===== config.mk =====
export PLATFORM = sky130hd
export DESIGN_NAME = gpio_dec_display
export DESIGN_NICKNAME = d
export VERILOG_FILES = /design/src/rtl/gpio_dec_display.sv
export SDC_FILE = /design/constraint.sdc
export NUM_CORES = 1
export LEC_CHECK = 0
export CAP_MARGIN = 20
export CELL_PAD_IN_SITES_DETAIL_PLACEMENT = 1
export CELL_PAD_IN_SITES_GLOBAL_PLACEMENT = 2
export CORE_AREA = 2 2 179 181
export CTS_CLUSTER_DIAMETER = 100
export CTS_CLUSTER_SIZE = 25
export DETAILED_ROUTE_END_ITERATION = 8
export DIE_AREA = 0 0 181 183
export PLACE_DENSITY = 0.84
export SYNTH_ARGS = -nofsm -noshare
export SYNTH_HDL_FRONTEND = slang
export SYNTH_SLANG_ARGS = --single-unit
export TNS_END_PERCENT = 5

===== constraint.sdc =====
create_clock -name clk -period 4.8 [get_ports clk]
set_input_delay 0.96 -clock clk [delete_from_list [all_inputs] [get_ports clk]]
set_output_delay 0.96 -clock clk [all_outputs]
set_load 0.02 [all_outputs]

===== src/rtl/gpio_dec_display.sv =====
// Converts a 32-bit GPIO value into eight seven-segment digits. The conversion
// uses iterative double-dabble; the displays update only when a conversion completes.
module gpio_dec_display #(
  parameter int NUM_DIGITS = 8
) (
  input  logic        clk,
  input  logic        res,
  input  logic [31:0] value_in,
  output logic        busy,
  output logic        overflow,
  output logic [6:0]  hex0,
  output logic [6:0]  hex1,
  output logic [6:0]  hex2,
  output logic [6:0]  hex3,
  output logic [6:0]  hex4,
  output logic [6:0]  hex5,
  output logic [6:0]  hex6,
  output logic [6:0]  hex7
);

  localparam logic [1:0] IDLE   = 2'd0;
  localparam logic [1:0] SHIFT  = 2'd1;
  localparam logic [1:0] UPDATE = 2'd2;

  localparam logic [6:0] SEG_ZERO  = 7'h40;
  localparam logic [6:0] SEG_BLANK = 7'h7F;
  localparam logic [6:0] SEG_DASH  = 7'h3F;

  logic [1:0]  state;
  logic [31:0] captured;
  logic [31:0] bin;
  logic [39:0] bcd;
  logic [4:0]  count;
  logic [6:0]  hex_q [NUM_DIGITS];

  logic [39:0] bcd_adj;
  logic [6:0]  hex_d [NUM_DIGITS];
  logic        over_d;
  logic        seen;

  function automatic logic [6:0] seg(input logic [3:0] d);
    case (d)
      4'd0:    seg = 7'h40;
      4'd1:    seg = 7'h79;
      4'd2:    seg = 7'h24;
      4'd3:    seg = 7'h30;
      4'd4:    seg = 7'h19;
      4'd5:    seg = 7'h12;
      4'd6:    seg = 7'h02;
      4'd7:    seg = 7'h78;
      4'd8:    seg = 7'h00;
      4'd9:    seg = 7'h10;
      default: seg = SEG_BLANK;
    endcase
  endfunction

  // Add-3 correction applied to every digit ahead of each one-bit shift.
  always_comb begin
    // NOTE: default assignment first so no path leaves bcd_adj unassigned (no latch).
    bcd_adj = bcd;
    for (int i = 0; i < 10; i++) begin
      if (bcd[4*i +: 4] >= 4'd5) bcd_adj[4*i +: 4] = bcd[4*i +: 4] + 4'd3;
    end
  end

  // Scan from the top digit down; once a nonzero digit is seen, everything below is shown.
  always_comb begin
    over_d = |bcd[39:32];
    seen   = 1'b0;
    for (int i = NUM_DIGITS - 1; i >= 0; i--) begin
      seen = seen | (bcd[4*i +: 4] != 4'd0) | (i == 0);
      if (over_d)    hex_d[i] = SEG_DASH;
      else if (seen) hex_d[i] = seg(bcd[4*i +: 4]);
      else           hex_d[i] = SEG_BLANK;
    end
  end

  always_ff @(posedge clk) begin
    // NOTE: sequential state uses non-blocking assignments only, so every register
    // samples pre-edge values regardless of statement order.
    if (res) begin
      state    <= IDLE;
      captured <= '0;
      bin      <= '0;
      bcd      <= '0;
      count    <= '0;
      busy     <= 1'b0;
      overflow <= 1'b0;
      for (int i = 0; i < NUM_DIGITS; i++) hex_q[i] <= (i == 0) ? SEG_ZERO : SEG_BLANK;
    end else begin
      case (state)
        IDLE: begin
          if (value_in != captured) begin
            captured <= value_in;
            bin      <= value_in;
            bcd      <= '0;
            count    <= '0;
            busy     <= 1'b1;
            state    <= SHIFT;
          end
        end
        SHIFT: begin
          {bcd, bin} <= {bcd_adj, bin} << 1;
          count      <= count + 5'd1;
          if (count == 5'd31) state <= UPDATE;
        end
        UPDATE: begin
          for (int i = 0; i < NUM_DIGITS; i++) hex_q[i] <= hex_d[i];
          overflow <= over_d;
          busy     <= 1'b0;
          state    <= IDLE;
        end
        default: state <= IDLE;
      endcase
    end
  end

  assign hex0 = hex_q[0];
  assign hex1 = hex_q[1];
  assign hex2 = hex_q[2];
  assign hex3 = hex_q[3];
  assign hex4 = hex_q[4];
  assign hex5 = hex_q[5];
  assign hex6 = hex_q[6];
  assign hex7 = hex_q[7];

endmodule


==> results.json, run 1 <==
{
  "ys_types": 72,
  "grt_use_total_pct": 16.07,
  "die_x_um": 181,
  "period_share_pct": 87.30,
  "root_buffer": "clkbuf_16",
  "worstSetupPathType": "primary input to flip-flop",
  "drv_slew": 0,
  "tns_ns": 0,
  "vias": 8263,
  "async_flop_share_pct": 0,
  "hold_violations": 0,
  "syn_nets": 1200,
  "num_antenna_cells": 0,
  "reg2reg_from": "captured[23]",
  "first_iter_violations": 389,
  "cp_max_fo": 13,
  "irDropWorstVdd_mv": 0.2396,
  "clk_latency_ns": 0.50,
  "h-tree-depth": 1,
  "cts_resized": 0,
  "cts_hold_buf": 0,
  "setup_viol": 0,
  "dieArea_mm2": 0.03312,
  "power.density_mw_per_mm2": 279.5,
  "yosys_warnings": 0,
  "hold_class": "flip-flop to flip-flop",
  "drt-vias-per-instance": 5.253,
  "final_nets": 1270,
  "postSynthCellCount": 1096,
  "post_drt_wl_per_cell_um": 17.10,
  "min-delay-start": "captured[22]",
  "start_util_pct": 34.40,
  "routed_wl_mm": 26.90,
  "numPortBuffers": 91,
  "final_common_cell": "dfxtp_1",
  "grt_pass1_wl_mm": 44.02,
  "critPathCaptureType": "flip-flop",
  "leakagePower_uw": 0.004784,
  "finClkSkew_ns": 0.03846,
  "synth-edff-count": 56,
  "status": "completed",
  "gp_congestion": 0.7680,
  "postRouteAntennaNets": 0,
  "start_kind": "primary input",
  "die_h_um": 183,
  "grt_antenna_before_repair": 0,
  "cts_tree": "built",
  "yosys_register_bits": 225,
  "core_area_mm2": 0.03123,
  "grt_max_degree": 67,
  "final_cell_mix": "169 x dfxtp_1, 105 x nand2_1, 93 x a21oi_1, 90 x clkdlybuf4s50_1, 83 x nor2_1",
  "timing.fmax_mhz": 238.6,
  "syn_avg_cell_area_um2": 9.802,
  "area_growth_pct": 16.05,
  "min_period_ns": 4.191,
  "worstPathRequired_ns": 5.23,
  "drt_drc_violations_left": 0,
  "cts_buffers": 13,
  "synth-seq-area-share_pct": 47.15,
  "gr-total-overflow": 0,
  "arrival_ns": 4.62,
  "grt_pass1_vias": 8438,
  "cts_setup_buffers": 0,
  "max-clock-path-buffers": 3,
  "drive_above_1_share_pct": 8.967,
  "dp_hpwl_mm": 18.82,
  "instances_no_fill": 1573,
  "startpoint": "value_in[13]",
  "maxCapViolations": 0,
  "rsz0062_at_grt": "false",
  "cts_sinks": 225,
  "rows": 65,
  "relSlewSlack_pct": 28.72,
  "syn_area_mm2": 0.01074,
  "synth_ff_type": "dfxtp_1",
  "first_pass_iters": 6,
  "worst_pin_slew_ns": 1.065,
  "clkTransAtPathRegs_ns": 0.10,
  "placed_cells": 1553,
  "rrSetupSlack_ns": 1.28,
  "reg2regPathDepth": 10,
  "ios": 92
}
## layout make-up
cell class | count | area [um^2]
clock buffers | 18 | 375.4
fillers | 3549 | 18760
well taps | 402 | 503.0
repair buffers | 112 | 1066
inverters | 59 | 221.5
clock inverters | 2 | 23.77
multi-input cells | 755 | 5213
flip-flops and latches | 225 | 5065
## per-layer routing
layer	GRT usage [%]	share of wire (%)	vias to the layer above
li1	-	-	4027
met1	20.61	46	4067
met2	28.88	49	144
met3	2.145	3.5	25
met4	3.480	1.9	0
met5	0	0	-
## stage by stage
stage | worst slack [ns] | hold WS [ns] | total power, uW | cell area, um^2 | util [%]
floorplan | 1.399 | 0.4360 | 2186 | 10740 | -
global placement | 0.1606 | 0.4536 | 2305 | 12070 | 38.64
detailed placement | 0.1174 | 0.4607 | 2312 | 12070 | 38.64
CTS | 0.6226 | 0.4740 | 3541 | 12470 | 39.92
global route | 0.3426 | 0.4923 | 3627 | 12470 | 39.92
finish | 0.6095 | 0.4756 | 3484 | 12470 | 39.92
## how the worst min path moves through the flow
stage	slack, ns	depth (start not counted)	to
floorplan	0.44	2	bin[0]
global placement	0.45	2	captured[12]
detailed placement	0.46	2	captured[30]
CTS	0.47	2	captured[30]
global route	0.49	2	captured[12]
finish	0.48	2	captured[22]
## where the power goes
part	switching, uW	total [uW]	internal [uW]
sequential	26.4	2020	1990
clock	657	1220	562
combinational	146	249	103
## critical path, cell delays in order
cell and delay, ns:
clkdlybuf4s50_1 0.52, xor2_1 0.19, nor4_1 0.57, nand4_1 0.35, o31ai_4 0.70, a22oi_1 0.33, nor2_1 0.26, inv_1 0.12
ha_1 0.23, mux2_4 0.26, a21oi_2 0.12
## cells in the mapped netlist (all sizes together), types with 12 or more instances
master   number  share of area [%]
a22oi        18                1.5
a21oi        98                5.0
nand2b       24                1.4
o21ai        31                1.5
edfxtp       56                 16
dfxtp       169                 31
or2          39                2.3
xor2         35                2.9
o2bb2ai      16                1.4
nor3         20                1.2
ha           70                8.2
a222oi       31                2.9
a211oi       14               0.98
inv          59                2.1
nor2         84                2.9
nand2       105                3.7
clkbuf       37                1.3
a22o         14                1.1
a31oi        12               0.70
buf          20                1.1
## kinds of logic (layout without fill, tap and decap cells)
group	count (synthesis)	after routing	synth area share, %
AND/OR/NAND/NOR	342	342	16.18
AO/OA/AOI/OAI	284	284	19.05
flip-flops	225	225	47.15
buffers and inverters	116	191	4.449
adder cells (fa/ha/maj)	70	70	8.153
XOR/XNOR	46	46	3.750
multiplexers	13	13	1.270
No activity file was read; power rests on OpenSTA's default activity.
==> run 2, diff against run 1 <==
--- a/config.mk
+++ b/config.mk
@@ -8,11 +8,11 @@
 export CAP_MARGIN = 20
 export CELL_PAD_IN_SITES_DETAIL_PLACEMENT = 1
 export CELL_PAD_IN_SITES_GLOBAL_PLACEMENT = 2
-export CORE_AREA = 2 2 179 181
+export CORE_AREA = 2 2 163 197
 export CTS_CLUSTER_DIAMETER = 100
 export CTS_CLUSTER_SIZE = 25
 export DETAILED_ROUTE_END_ITERATION = 8
-export DIE_AREA = 0 0 181 183
+export DIE_AREA = 0 0 165 199
 export PLACE_DENSITY = 0.84
 export SYNTH_ARGS = -nofsm -noshare
 export SYNTH_HDL_FRONTEND = slang
==> results.json, run 2 (synthesis gave the netlist of run 1 again) <==
{
  "min_period_ns": 3.777,
  "num_antenna_cells": 0,
  "rrSetupSlack_ns": 1.65,
  "tns_ns": 0,
  "reg2regPathDepth": 12,
  "timing.fmax_mhz": 264.7,
  "grt_max_degree": 65,
  "setup_viol": 0,
  "fin_ws_ns": 1.023,
  "cts_sinks": 225,
  "worstSetupPathType": "primary input to flip-flop",
  "vias": 8231,
  "dp_slack_ns": 0.5275,
  "cts_resized": 0,
  "final_nets": 1272,
  "grt_antenna_before_repair": 0,
  "placed_cells": 1555,
  "gr-total-overflow": 0,
  "postLayoutCellArea_mm2": 0.01245,
  "irDropWorstVdd_mv": 0.1714,
  "arrival_ns": 4.13,
  "relSlewSlack_pct": 36.95,
  "cts_buffers": 12,
  "routed_wl_mm": 26.37,
  "status": "completed",
  "min-delay-start": "bin[0]",
  "critPathCaptureType": "flip-flop",
  "postRouteAntennaNets": 0,
  "drive_above_1_share_pct": 8.866,
  "cp_max_fo": 15,
  "grt_pass1_wl_mm": 42.72,
  "start_util_pct": 34.65,
  "leakagePower_uw": 0.004778,
  "worst_pin_slew_ns": 0.9385,
  "numPortBuffers": 91,
  "hold_violations": 0,
  "area_growth_pct": 15.89,
  "power.density_mw_per_mm2": 271.7,
  "cts_hold_buf": 0,
  "root_buffer": "clkbuf_16",
  "final_cell_mix": "169 x dfxtp_1, 105 x nand2_1, 93 x a21oi_1, 90 x clkdlybuf4s50_1, 83 x nor2_1",
  "clkTransAtPathRegs_ns": 0.10,
  "cts_setup_buffers": 0,
  "max-clock-path-buffers": 3,
  "rows": 71,
  "start_kind": "primary input",
  "drt_drc_violations_left": 0,
  "h-tree-depth": 1,
  "gp_congestion": 0.8052,
  "hold_class": "flip-flop to flip-flop",
  "dp_hpwl_mm": 18.73,
  "grt_pass1_vias": 8380,
  "die_x_um": 165,
  "holdPathStages": 2,
  "rsz0062_at_grt": "false",
  "worstPathRequired_ns": 5.15,
  "drt-vias-per-instance": 5.229,
  "clk_latency_ns": 0.49,
  "final_common_cell": "dfxtp_1",
  "period_share_pct": 78.69,
  "power_uw": 3383,
  "drv_slew": 0,
  "instances_no_fill": 1574,
  "finClkSkew_ns": 0.01724,
  "die_h_um": 199,
  "first_iter_violations": 412,
  "ios": 92,
  "core_area_mm2": 0.03100,
  "worstHoldEndpoint": "bin[0]",
  "first_pass_iters": 8,
  "place_area_mm2": 0.01210,
  "reg2reg_from": "captured[15]",
  "post_drt_wl_per_cell_um": 16.75,
  "grt_use_total_pct": 16.10,
  "maxCapViolations": 0,
  "dieArea_mm2": 0.03284,
  "cts_tree": "built"
}
-- run 2: metal layers --
layer  part of all wire (%)  up-vias  track usage, %
met3                    3.6       36           2.106
li1                       -     4032               -
met2                     51      146           30.12
met1                     43     4017           19.07
met5                      0        -               0
met4                    2.2        0           4.412
-- run 2: critical path, stage by stage --
cell and delay (ns):
clkdlybuf4s50_1 0.47, xor2_1 0.17, nor4_1 0.54, nand4_1 0.32
o31ai_4 0.31, buf_4 0.28, a22oi_1 0.16, nor2_1 0.22
inv_1 0.12, ha_1 0.31, inv_1 0.04, mux2i_1 0.13
a21oi_1 0.08
-- run 2: power breakdown --
part	switching, uW	internal, uW
registers	26.2	1990
logic	146	103
clock network	612	506
-- run 2: stage by stage --
step | hold slack (ns) | util [%]
CTS | 0.4736 | 40.16
floorplan | 0.4360 | -
global placement | 0.4520 | 39.03
global route | 0.4971 | 40.16
finish | 0.4721 | 40.16
detailed placement | 0.4587 | 39.03
-- run 2: worst max path at each step --
stage                  from           to  slack (ns)  cells past startpoint
5_1_grt        value_in[15]    flip-flop        0.71                     12
6_report       value_in[15]    flip-flop        1.02                     13
2_1_floorplan           res  hex_q[0][0]        1.40                      5
4_1_cts        value_in[15]    flip-flop        1.04                     12
3_5_place_dp   value_in[15]    flip-flop        0.53                     12
3_3_place_gp   value_in[15]    flip-flop        0.62                     12
-- run 2: layout make-up --
cell class              count  area (um^2)
repair buffers            115         1101
multi-input cells         755         5213
inverters                  59        221.5
flip-flops and latches    225         5065
clock buffers              19        347.8
fillers                  3526        18550
well taps                 401        501.7
==> run 3, diff against run 2 <==
--- a/config.mk
+++ b/config.mk
@@ -8,12 +8,12 @@
 export CAP_MARGIN = 20
 export CELL_PAD_IN_SITES_DETAIL_PLACEMENT = 1
 export CELL_PAD_IN_SITES_GLOBAL_PLACEMENT = 2
-export CORE_AREA = 2 2 163 197
+export CORE_AREA = 2 2 166 200
 export CTS_CLUSTER_DIAMETER = 100
 export CTS_CLUSTER_SIZE = 25
 export DETAILED_ROUTE_END_ITERATION = 8
-export DIE_AREA = 0 0 165 199
-export PLACE_DENSITY = 0.84
+export DIE_AREA = 0 0 168 202
+export PLACE_DENSITY = 0.85
 export SYNTH_ARGS = -nofsm -noshare
 export SYNTH_HDL_FRONTEND = slang
 export SYNTH_SLANG_ARGS = --single-unit
==> constraint.sdc (replaced) <==
create_clock -name clk -period 3.2 [get_ports clk]
set_input_delay 0.64 -clock clk [delete_from_list [all_inputs] [get_ports clk]]
set_output_delay 0.64 -clock clk [all_outputs]
set_load 0.02 [all_outputs]
==> results.json, run 3 (synthesis gave the netlist of run 1 again) <==
{
  "arrival_ns": 3.44,
  "reg2regPathDepth": 9,
  "grt_antenna_before_repair": 1,
  "drt-vias-per-instance": 5.120,
  "postRouteAntennaNets": 0,
  "cp_max_fo": 7,
  "final_cell_mix": "169 x dfxtp_1, 127 x buf_4, 105 x nand2_1, 93 x a21oi_1, 90 x clkdlybuf4s50_1",
  "critPathCaptureType": "flip-flop",
  "hold_violations": 0,
  "dp_hpwl_mm": 20.34,
  "holdPathStages": 2,
  "grt_use_total_pct": 16.09,
  "final_nets": 1381,
  "dieArea_mm2": 0.03394,
  "first_pass_iters": 6,
  "drv_slew": 0,
  "cts_buffers": 13,
  "first_iter_violations": 417,
  "routed_wl_mm": 27.59,
  "grt_pass1_vias": 9097,
  "period_share_pct": 95.73,
  "rsz0062_at_grt": "false",
  "irDropWorstVdd_mv": 0.2462,
  "die_x_um": 168,
  "vias": 8652,
  "drt_drc_violations_left": 0,
  "clkTransAtPathRegs_ns": 0.10,
  "postLayoutCellArea_mm2": 0.01339,
  "timing.fmax_mhz": 326.5,
  "die_h_um": 202,
  "cts_sinks": 225,
  "relSlewSlack_pct": 48.80,
  "leakagePower_uw": 0.005343,
  "final_common_cell": "dfxtp_1",
  "post_drt_wl_per_cell_um": 16.32,
  "core_area_mm2": 0.03198,
  "status": "completed",
  "start_kind": "primary input",
  "clk_latency_ns": 0.49,
  "place_area_mm2": 0.01298,
  "max-clock-path-buffers": 3,
  "numPortBuffers": 91,
  "drive_above_1_share_pct": 17.15,
  "rows": 72,
  "start_util_pct": 33.59,
  "power.density_mw_per_mm2": 389.6,
  "num_antenna_cells": 0,
  "instances_no_fill": 1690,
  "worstSetupPathType": "primary input to flip-flop",
  "root_buffer": "clkbuf_16",
  "setup_viol": 0,
  "maxCapViolations": 0,
  "cts_tree": "built",
  "cts_setup_buffers": 0,
  "tns_ns": 0,
  "gr-total-overflow": 0,
  "area_growth_pct": 24.66,
  "ios": 92,
  "min_period_ns": 3.063,
  "hold_slack_ns": 0.4699,
  "gp_congestion": 0.8271,
  "h-tree-depth": 1,
  "finClkSkew_ns": 0.03671,
  "placed_cells": 1669,
  "worstPathRequired_ns": 3.58,
  "grt_max_degree": 57,
  "grt_pass1_wl_mm": 45.15,
  "worst_pin_slew_ns": 0.7680,
  "hold_class": "flip-flop to flip-flop"
}
run 3: final timing paths:
kind | from | end | slack, ns
setup / recovery | value_in[4] | flip-flop | 0.14
hold / removal | bin[0] | bin[0] | 0.47
setup reg to reg | bcd[29] | hex_q[0][13] | 0.19
hold reg to reg | bin[0] | bin[0] | 0.47
run 3: power breakdown:
| group | total [uW] | switching [uW] | internal, uW |
|---|---|---|---|
| clock network | 1760 | 979 | 784 |
| logic | 430 | 236 | 195 |
| registers | 3020 | 39.4 | 2980 |
| total | 5220 | 1250 | 3960 |
run 3: critical path, cell delays in order:
cell	delay [ns]
clkdlybuf4s50_1	0.44
xor2_1	0.16
buf_4	0.14
nor4_2	0.38
nand4_1	0.23
o31ai_4	0.25
buf_4	0.20
a22oi_1	0.14
nor2_2	0.17
inv_1	0.09
ha_1	0.31
inv_1	0.05
mux2i_1	0.15
a21oi_1	0.09
run 3: per-layer routing:
layer	wire [um]	GRT usage [%]	vias to the layer above
li1	-	-	4247
met1	11650	18.63	4252
met2	14580	31.40	126
met3	982	2.213	27
met4	375	2.950	0
met5	0	0	-
run 3: final cells by class:
type                            instances  area (um^2)
Tap cell                              407        509.2
Clock buffer                           19        347.8
Multi-Input combinational cell        755         5246
Sequential cell                       225         5065
Inverter                               59        221.5
Timing Repair Buffer                  223         1974
Fill cell                            3668        18590
Clock inverter                          2        27.53
run 3: stage by stage:
step / setup WS, ns / utilization [%] / power, uW
floorplan: 0.1189 / - / 3280
global placement: -0.4201 / 40.59 / 3506
detailed placement: -0.5109 / 40.59 / 3517
CTS: 0.01518 / 41.79 / 5288
global route: 0.02426 / 41.87 / 5419
finish: 0.1368 / 41.87 / 5217
run 3: repair_timing:
| item | 4_1_cts | 5_1_grt |
|---|---|---|
| resized for setup | 1 | 5 |
| hold buffers | 0 | 0 |
| endpoints found under the setup margin | 1 | 12 |
